## src/rtl/posit_encode_if.sv

```systemverilog
// Bus between the posit adjustment stage and the posit encoder: start/done request
// with operand fields in, encoded posit and status out.
interface posit_encode_if #(
   parameter int N  = 32,
   parameter int MW = 64,
   parameter int SW = 10
);
   // start is a one-cycle request taken only while the encoder is idle (busy low);
   // operands are sampled on that edge only. done is a one-cycle pulse marking
   // posit_out valid, and posit_out then holds until the next accepted start.
   logic          start;
   logic          sign_in;
   logic          zero_in;
   logic          nar_in;
   logic [SW-1:0] scale_in;
   logic [MW-1:0] mant_in;
   logic [N-1:0]  posit_out;
   logic          done;
   logic          busy;
   logic [1:0]    state_dbg;

   modport master (
      output start, sign_in, zero_in, nar_in, scale_in, mant_in,
      input  posit_out, done, busy, state_dbg
   );

   modport slave (
      input  start, sign_in, zero_in, nar_in, scale_in, mant_in,
      output posit_out, done, busy, state_dbg
   );
endinterface

```

## src/rtl/posit_encode.sv

```systemverilog
// Posit packer: builds the regime run one bit per cycle in a shift register,
// then rounds (RNE), saturates and applies the sign to form the final posit.
module posit_encode #(
   parameter int N  = 32,
   parameter int ES = 3,
   parameter int MW = 64
) (
   input  logic          clk,
   input  logic          reset,
   posit_encode_if.slave bus
);
   localparam int SW = 10;
   localparam int AW = ES + MW + N - 3;
   localparam int CW = $clog2(N);

   localparam logic [N-1:0] MAXPOS = {1'b0, {(N-1){1'b1}}};
   localparam logic [N-1:0] NAR    = {1'b1, {(N-1){1'b0}}};
   localparam logic [N-1:0] MINPOS = {{(N-1){1'b0}}, 1'b1};

   typedef enum logic [1:0] {
      IDLE  = 2'd0,
      SHIFT = 2'd1,
      ROUND = 2'd2,
      DONE  = 2'd3
   } state_t;

   state_t        state_q;
   logic [AW-1:0] asm_q;
   logic [CW-1:0] cnt_q;
   logic          fill_q;
   logic          sign_q;
   logic [N-1:0]  posit_q;
   logic          done_q;

   function automatic logic [N-1:0] apply_sign(input logic s, input logic [N-1:0] v);
      return s ? (N'(0) - v) : v;
   endfunction

   // Regime decode of the incoming scale: k = floor(scale / 2^ES), e = low ES bits.
   logic signed [SW-1:0] k_s;
   int                   k_i;
   logic [ES-1:0]        e_in;
   logic [CW-1:0]        run_len;
   logic                 k_neg;

   assign k_s   = $signed(bus.scale_in) >>> ES;
   assign k_i   = int'(k_s);
   assign e_in  = bus.scale_in[ES-1:0];
   assign k_neg = k_s[SW-1];

   always_comb begin
      run_len = '0;
      if (k_neg) run_len = CW'(-k_i);
      else       run_len = CW'(k_i + 1);
   end

   // The hidden bit is implied by normalisation and never packed.
   logic unused_mant_hi;
   assign unused_mant_hi = ^bus.mant_in[MW-1:MW-2];

   logic [N-2:0] body;
   logic         guard;
   logic         sticky;
   logic         inc;
   logic [N-1:0] rounded;

   assign body   = asm_q[AW-1 -: N-1];
   assign guard  = asm_q[AW-N];
   assign sticky = |asm_q[AW-N-1:0];
   assign inc    = guard & (body[0] | sticky);

   // An all-ones body is already maxpos; rounding up must not wrap into NaR.
   always_comb begin
      rounded = {1'b0, body};
      if (!(&body)) rounded = {1'b0, body} + N'(inc);
   end

   always_ff @(posedge clk or negedge reset) begin
      if (!reset) begin
         state_q <= IDLE;
         asm_q   <= '0;
         cnt_q   <= '0;
         fill_q  <= 1'b0;
         sign_q  <= 1'b0;
         posit_q <= '0;
         done_q  <= 1'b0;
      end else begin
         done_q <= 1'b0;
         case (state_q)
            IDLE: begin
               if (bus.start) begin
                  sign_q <= bus.sign_in;
                  if (bus.nar_in) begin
                     posit_q <= NAR;
                     done_q  <= 1'b1;
                     state_q <= DONE;
                  end else if (bus.zero_in) begin
                     posit_q <= '0;
                     done_q  <= 1'b1;
                     state_q <= DONE;
                  end else if (k_i >= N - 2) begin
                     posit_q <= apply_sign(bus.sign_in, MAXPOS);
                     done_q  <= 1'b1;
                     state_q <= DONE;
                  end else if (k_i <= -(N - 1)) begin
                     posit_q <= apply_sign(bus.sign_in, MINPOS);
                     done_q  <= 1'b1;
                     state_q <= DONE;
                  end else begin
                     // Terminator sits on top; the run shifts in above it.
                     asm_q   <= {k_neg, e_in, bus.mant_in[MW-3:0], {(N-2){1'b0}}};
                     cnt_q   <= run_len;
                     fill_q  <= ~k_neg;
                     state_q <= SHIFT;
                  end
               end
            end
            SHIFT: begin
               asm_q <= {fill_q, asm_q[AW-1:1]};
               cnt_q <= cnt_q - CW'(1);
               if (cnt_q == CW'(1)) state_q <= ROUND;
            end
            ROUND: begin
               posit_q <= apply_sign(sign_q, rounded);
               done_q  <= 1'b1;
               state_q <= DONE;
            end
            DONE: begin
               state_q <= IDLE;
            end
            default: begin
               state_q <= IDLE;
            end
         endcase
      end
   end

   assign bus.posit_out = posit_q;
   assign bus.done      = done_q;
   assign bus.busy      = (state_q != IDLE);
   assign bus.state_dbg = state_q;
endmodule

```

## src/flat_wrapper.sv

```systemverilog
// flat-port wrapper written by rule: the top's interface ports become plain ports
module posit_encode_flat 
#(
   parameter int N  = 32,
   parameter int ES = 3,
   parameter int MW = 64
)
  (clk, reset, bus_start, bus_sign_in, bus_zero_in, bus_nar_in, bus_scale_in, bus_mant_in, bus_posit_out, bus_done, bus_busy, bus_state_dbg);
  posit_encode_if #(.N(N), .MW(MW)) bus_i ();
  input  logic clk;
  input  logic reset;
  input wire logic [$bits(bus_i.start)-1:0] bus_start;
  input wire logic [$bits(bus_i.sign_in)-1:0] bus_sign_in;
  input wire logic [$bits(bus_i.zero_in)-1:0] bus_zero_in;
  input wire logic [$bits(bus_i.nar_in)-1:0] bus_nar_in;
  input wire logic [$bits(bus_i.scale_in)-1:0] bus_scale_in;
  input wire logic [$bits(bus_i.mant_in)-1:0] bus_mant_in;
  output wire logic [$bits(bus_i.posit_out)-1:0] bus_posit_out;
  output wire logic [$bits(bus_i.done)-1:0] bus_done;
  output wire logic [$bits(bus_i.busy)-1:0] bus_busy;
  output wire logic [$bits(bus_i.state_dbg)-1:0] bus_state_dbg;
  assign bus_i.start = bus_start;
  assign bus_i.sign_in = bus_sign_in;
  assign bus_i.zero_in = bus_zero_in;
  assign bus_i.nar_in = bus_nar_in;
  assign bus_i.scale_in = bus_scale_in;
  assign bus_i.mant_in = bus_mant_in;
  assign bus_posit_out = bus_i.posit_out;
  assign bus_done = bus_i.done;
  assign bus_busy = bus_i.busy;
  assign bus_state_dbg = bus_i.state_dbg;
  posit_encode #(.N(N), .ES(ES), .MW(MW)) u_core (.clk(clk), .reset(reset), .bus(bus_i));
endmodule
```

## config.mk

```make
export PLATFORM = sky130hd
export DESIGN_NAME = posit_encode_flat
export DESIGN_NICKNAME = d
export VERILOG_FILES = /design/src/rtl/posit_encode_if.sv /design/src/rtl/posit_encode.sv /design/src/flat_wrapper.sv
export SDC_FILE = /design/constraint.sdc
export NUM_CORES = 1
export LEC_CHECK = 0
export CAP_MARGIN = 20
export CORE_UTILIZATION = 30
export CTS_BUF_LIST = sky130_fd_sc_hd__clkbuf_16
export CTS_CLUSTER_DIAMETER = 80
export DETAILED_ROUTE_END_ITERATION = 10
export SLEW_MARGIN = 0
export SYNTH_ARGS = -nofsm -noshare
export SYNTH_HDL_FRONTEND = slang
export SYNTH_SLANG_ARGS = --single-unit
```

## constraint.sdc

```tcl
create_clock -name clk -period 4.6 [get_ports clk]
set_input_delay 1.38 -clock clk [delete_from_list [all_inputs] [get_ports clk]]
set_output_delay 1.38 -clock clk [all_outputs]
set_load 0.01 [all_outputs]
```

Word level (Yosys, flattened, before mapping)
Index checks and enable logic that the tools add are counted.
{ "word_totals": {"inputBits": 80, "regBits": 138, "out_inout_bits": 36, "wordCells": 79} }
{ "classes": {"magnitude_cmp": 2, "bitwise_logic": 7, "addsub": 5, "n_eq_ne": 11, "n_mux": 36, "n_reduce_logical": 11} }
{ "ops": {"columns": ["op", "count"], "rows": [
  ["two-way mux 96 bit", 5],
  ["two-way mux 32 bit", 9],
  ["case mux 96 bit (2 select lines)", 1],
  ["case mux 32 bit (2 select lines)", 1],
  ["OR reduction 64 bit", 1],
  ["adder 31 x 1 -> 32 bit", 1],
  ["subtractor 1 x 32 -> 32 bit, first input constant", 1],
  ["AND reduction 31 bit", 1],
  ["two-way mux 5 bit", 6],
  ["two-way mux 2 bit", 6],
  ["AND reduction 6 bit", 2],
  ["inequality test 2 bit, second input constant", 5],
  ["case mux 5 bit (2 select lines)", 1],
  ["case mux 2 bit (4 select lines)", 1],
  [">= comparator 7 x 6 -> 1 bit, second input constant", 1],
  ["<= comparator 7 x 6 -> 1 bit, second input constant", 1],
  ["nonzero test 2 bit", 3],
  ["adder 5 x 2 -> 5 bit, second input constant", 1],
  ["equality test 5 x 1 -> 1 bit, second input constant", 1],
  ["two-way mux 1 bit", 5],
  ["inequality test 5 x 3 -> 1 bit, second input constant", 1],
  ["negation 5 bit", 1],
  ["inverter 1 bit", 5],
  ["subtractor 5 x 1 -> 5 bit, second input constant", 1],
  ["9 further kinds", 11]
]} }

Depth between registers and ports, before layout
{ "logic_depth": {"ltp_word": 8, "depth_mapped": 14, "mapped_depth_nobuf": 11} }

Least setup slack after synthesis
OpenSTA, ideal clock, no wires.
{ "synth_timing": {"path_type": "input to register", "startpoint": "input port bus_scale_in[3]", "endpoint": "register u_core.posit_q[16] (netlist: u_core.bus.posit_out[16])", "path_buffers": 1, "t_arrival_ps": 3526, "stages": 10, "slack_ps": 997, "required_ps": 4523, "setup_time_ps": 77, "path_cell_list": "inv_1 > ha_1 > o2111a_1 > nor2_1 > or3_1 > a2111oi_0 > or2_2 > clkbuf_1 > o22ai_1 > a21oi_1"} }
{ "synth_via": {"elab_chain_len": 6, "word_cells_on_any_way": 9, "classes_between": "order compare: 2; eq/ne: 1; mux: 5; reduce/logical: 1"} }
{ "synth_rtl": {"columns": ["element", "line", "text"], "rows": [
  ["from (decl)", "flat_wrapper.sv:16", "input wire logic [$bits(bus_i.scale_in)-1:0] bus_scale_in;"],
  [">= comparator 7 x 6 -> 1 bit", "posit_encode.sv:101", "end else if (k_i >= N - 2) begin"],
  ["two-way mux 32 bit", "posit_encode.sv:101", null],
  ["two-way mux 32 bit", "posit_encode.sv:97", "end else if (bus.zero_in) begin"],
  ["two-way mux 32 bit", "posit_encode.sv:93", "if (bus.nar_in) begin"],
  ["two-way mux 32 bit", "posit_encode.sv:91", "if (bus.start) begin"],
  ["case mux 32 bit (2 select lines)", "posit_encode.sv:89", "case (state_q)"],
  ["to (signal assigned)", "posit_encode.sv:102", "posit_q <= apply_sign(bus.sign_in, MAXPOS);"],
  ["to (signal assigned)", "posit_encode.sv:106", "posit_q <= apply_sign(bus.sign_in, MINPOS);"],
  ["to (signal assigned)", "posit_encode.sv:124", "posit_q <= apply_sign(sign_q, rounded);"],
  ["to (decl)", "posit_encode.sv:32", "logic [N-1:0] posit_q;"]
]} }
Several ways; a longest one is shown, not always the timed one. The select of a mux whose other input is x is not followed.
A chain may end at the register's enable or synchronous reset.

Final worst setup path
{ "layout_timing": {"startpoint": "register u_core.asm_q[33]", "endpoint": "register u_core.posit_q[26] (netlist: u_core.bus.posit_out[26])"} }
{ "layout_via": {"elab_chain_len": 8} }
{ "layout_rtl": {"columns": ["element", "line", "text"], "rows": [
  ["from (decl)", "posit_encode.sv:28", "logic [AW-1:0] asm_q;"],
  ["from (signal assigned)", "posit_encode.sv:111", "asm_q <= {k_neg, e_in, bus.mant_in[MW-3:0], {(N-2){1'b0}}};"],
  ["from (signal assigned)", "posit_encode.sv:119", "asm_q <= {fill_q, asm_q[AW-1:1]};"],
  ["OR reduction 64 bit (*)", "posit_encode.sv:69", "assign sticky = |asm_q[AW-N-1:0];"],
  ["bitwise OR 1 bit (*)", "posit_encode.sv:70", "assign inc = guard & (body[0] | sticky);"],
  ["AND 1 bit (*)", "posit_encode.sv:70", null],
  ["adder 31 x 1 -> 32 bit (*)", "posit_encode.sv:75", "if (!(&body)) rounded = {1'b0, body} + N'(inc);"],
  ["two-way mux 32 bit (*)", "posit_encode.sv:75", null],
  ["subtractor 1 x 32 -> 32 bit", "posit_encode.sv:36", "return s ? (N'(0) - v) : v;"],
  ["two-way mux 32 bit (*)", "posit_encode.sv:36", null],
  ["case mux 32 bit (2 select lines) (*)", "posit_encode.sv:89", null]
]} }
Every way passes the cells marked *; elsewhere a longest branch is shown, timed or not.

==> flow_metrics.tcl <==
set metrics [dict create \
    vias_per_cell 5.11 \
    synth_seq_cells 138 \
    critPathMaxFanout 7 \
    yosys.cell_types.count 65 \
    setup_viol 0 \
    grt_pass1_wl_um 37500 \
    fillers 2796 \
    dp.cells 1430 \
    p_leak_nw 4.16 \
    firstDrtPassIters 6 \
    worst_slew_pin_slew_ns 0.882 \
    io_pins 116 \
    fin_nets 1162 \
    ctsHoldBuffers 0 \
    die_area_um2 28800 \
    vdd.ir_drop.worst_v 0.000237 \
    whs_ns 0.474 \
    cts_buffers 17 \
    hp-class "flip-flop to flip-flop" \
    ant_nets 0 \
    finClkSkew_ns 0.00949 \
    hold_path_startpoint "u_core.bus.posit_out[18]" \
    antenna_found_initial 2 \
    drt_wl_total_um 23100 \
    final_area_um2 10600 \
    clkLatencyLatePin_ns 0.42 \
    place_area_um2 10000 \
    hpwlAfterDp_um 16800 \
    multiInputGateArea_um2 4650 \
    crit_path_end_kind "flip-flop" \
    slew_headroom_pct 39.7 \
    ctsLongestPathBuffers 2 \
    status "complete, no violations" \
    syn-cell-area_um2 8440 \
    fin_crit_sh_pct 86.2 \
    finalWeightedCongestion 0.873 \
    grt_max_degree 92 \
    chipWidth_um 170 \
    power_mw 7.06 \
    max_cap_viol_count 0 \
    coreArea_um2 27700 \
    cts_sinks 138 \
    drt_iter0_drc 670 \
    grt_use_total_pct 16.4 \
    maxSlewViolCount 0 \
    power_density_nw_per_um2 669 \
    rsz0062_at_grt "false" \
    hold_viol 0 \
    path_clk_slew_ns 0.06 \
    cts_tree "done" \
    dp_slack_ns 0.440 \
    ctsResizeCount 0 \
    start_util_pct 30.4 \
    synthCells 990 \
    synth-edff-count 0 \
    critPathLaunch "u_core.asm_q[33]" \
    tns_ns 0 \
    yosys_warnings 0 \
    chipHeight_um 170 \
    final_cells 1463 \
    post_cts_buffers 0 \
    cp_data_required_time_ns 4.90 \
    ff_latch_area_um2 3450 \
    drc 0 \
    setup_slack_ns 0.633 \
    num_rows 61 \
    post_drt_wl_per_cell_um 15.8 \
    port-buffer-count 113 \
    synthFlopType "dfrtp_1" \
    grt-ovfl-total 0 \
    cp-start-kind "flip-flop" \
    maxClockFrequency_ghz 0.252 \
    vias 7480 \
    cts_max_level 4 \
    async_flop_share_pct 100 \
    min_period_ns 3.97 \
    clockRootBuffer "clkbuf_16" \
    r2r_start "u_core.asm_q[33]" \
    syn_to_final_growth_pct 25.1 \
    grt_pass1_vias 7072 \
    arrival_ns 4.27 \
    ys_seq_area_share_pct 40.9 \
    syn_area_per_cell_um2 8.52 \
    syn_nets 1081 \
    final_util_pct 38.1 \
    criticalPathCategory "flip-flop to flip-flop" \
    drive_gt1_share_pct 7.02 \
]
## state kept, by name (all words and copies together) (netlist names)
| signal | count |
|---|---|
| u_core.asm_q | 96 |
| u_core.bus.done | 1 |
| u_core.bus.posit_out | 32 |
| u_core.bus.state_dbg | 2 |
| u_core.cnt_q | 5 |
| u_core.fill_q | 1 |
| u_core.sign_q | 1 |
## kinds of logic after synthesis
kind of cell	Yosys count	share of synthesized area, %
compound gates	228	16.5
buf+inv	96	4.41
simple gates	389	22.1
xor+xnor	54	5.61
fa+ha+maj	11	1.63
mux	74	8.84
flops	138	40.9
## power by group
part	switching [mW]	internal, mW
Clock	0.534	0.677
Sequential	0.586	1.70
Combinational	1.98	1.57
Total	3.10	3.95
## cell usage after synthesis (3+ instances only)
cell type	number	share of area, %
dfrtp_1	138	41
a21oi_1	122	7.2
nor2_1	109	4.9
nand2_1	108	4.8
mux2i_1	70	8.3
clkbuf_1	59	2.6
nand3_1	51	3.0
xnor2_1	41	4.3
o21ai_0	34	2.0
nand4_1	24	1.8
inv_1	21	0.93
nor3_1	20	1.2
nor4_1	20	1.5
xor2_1	13	1.3
or3_1	12	0.89
ha_1	11	1.6
a31oi_1	9	0.67
buf_2	9	0.53
o22ai_1	9	0.67
and2_1	8	0.59
and4_1	7	0.73
buf_1	7	0.31
o31ai_1	7	0.62
a21o_1	5	0.45
a211oi_1	4	0.36
and3_1	4	0.30
mux2_2	4	0.53
nand2b_1	4	0.30
or2_2	4	0.30
or4_1	4	0.36
a41oi_1	3	0.31
o41ai_1	3	0.31
## per-layer routing
| metal | wire length, µm | part of all wire (%) | up-vias | GRT usage [%] |
|---|---|---|---|---|
| met5 | 0 | 0 | - | 0 |
| met4 | 261 | 1.1 | 0 | 4.31 |
| met3 | 1160 | 5.0 | 21 | 3.54 |
| met2 | 10700 | 46 | 162 | 26.1 |
| met1 | 10900 | 47 | 3586 | 22.4 |
| li1 | - | - | 3711 | - |
## worst max-delay path, stage by stage (launching register included)
cell and delay [ns]:
dfrtp_1 0.41, nor4_1 0.43, nand4_1 0.16, or4_1 0.57
and3_1 0.25, a21oi_1 0.24, ha_1 0.24, o2111ai_1 0.16
or4b_1 0.74, o2111a_1 0.32, o32a_1 0.33
## layout make-up
type	instances	area share (%)
clock inverters	14	0.806
clock buffers	17	4.03
diodes	2	0.0474
well taps	378	4.48
repair buffers	137	13.1
multi-input cells	756	44.0
inverters	21	0.747
flip-flops and latches	138	32.7
## final timing paths
kind / endpoint / slack (ns) / cells past startpoint
setup / recovery: u_core.bus.posit_out[26] / 0.63 / 10
hold / removal: u_core.bus.posit_out[18] / 0.47 / 2
setup reg to reg: u_core.bus.posit_out[26] / 0.63 / 10
hold reg to reg: u_core.bus.posit_out[18] / 0.47 / 2
max in group asynchronous: u_core.bus.posit_out[26] / 2.77 / 2
min in group asynchronous: u_core.asm_q[46] / 1.05 / 1
## cells in the final DEF, fill, tap and decap left out, drive strengths merged, types with 5 or more instances in the layout
| master | n |
|---|---|
| xnor2 | 41 |
| and2 | 10 |
| nor4 | 22 |
| nand3 | 51 |
| or3 | 13 |
| xor2 | 13 |
| o21ai | 36 |
| a31oi | 9 |
| and4 | 7 |
| clkbuf | 17 |
| a21o | 5 |
| mux2i | 70 |
| clkinv | 6 |
| a21oi | 122 |
| dfrtp | 138 |
| nor3 | 20 |
| inv | 26 |
| o22ai | 9 |
| nor2 | 109 |
| nand2 | 108 |
| or4 | 5 |
| o31ai | 9 |
| nand4 | 25 |
| clkdlybuf4s50 | 112 |
| ha | 11 |
| buf | 25 |
(Power assumes the default switching activity.)
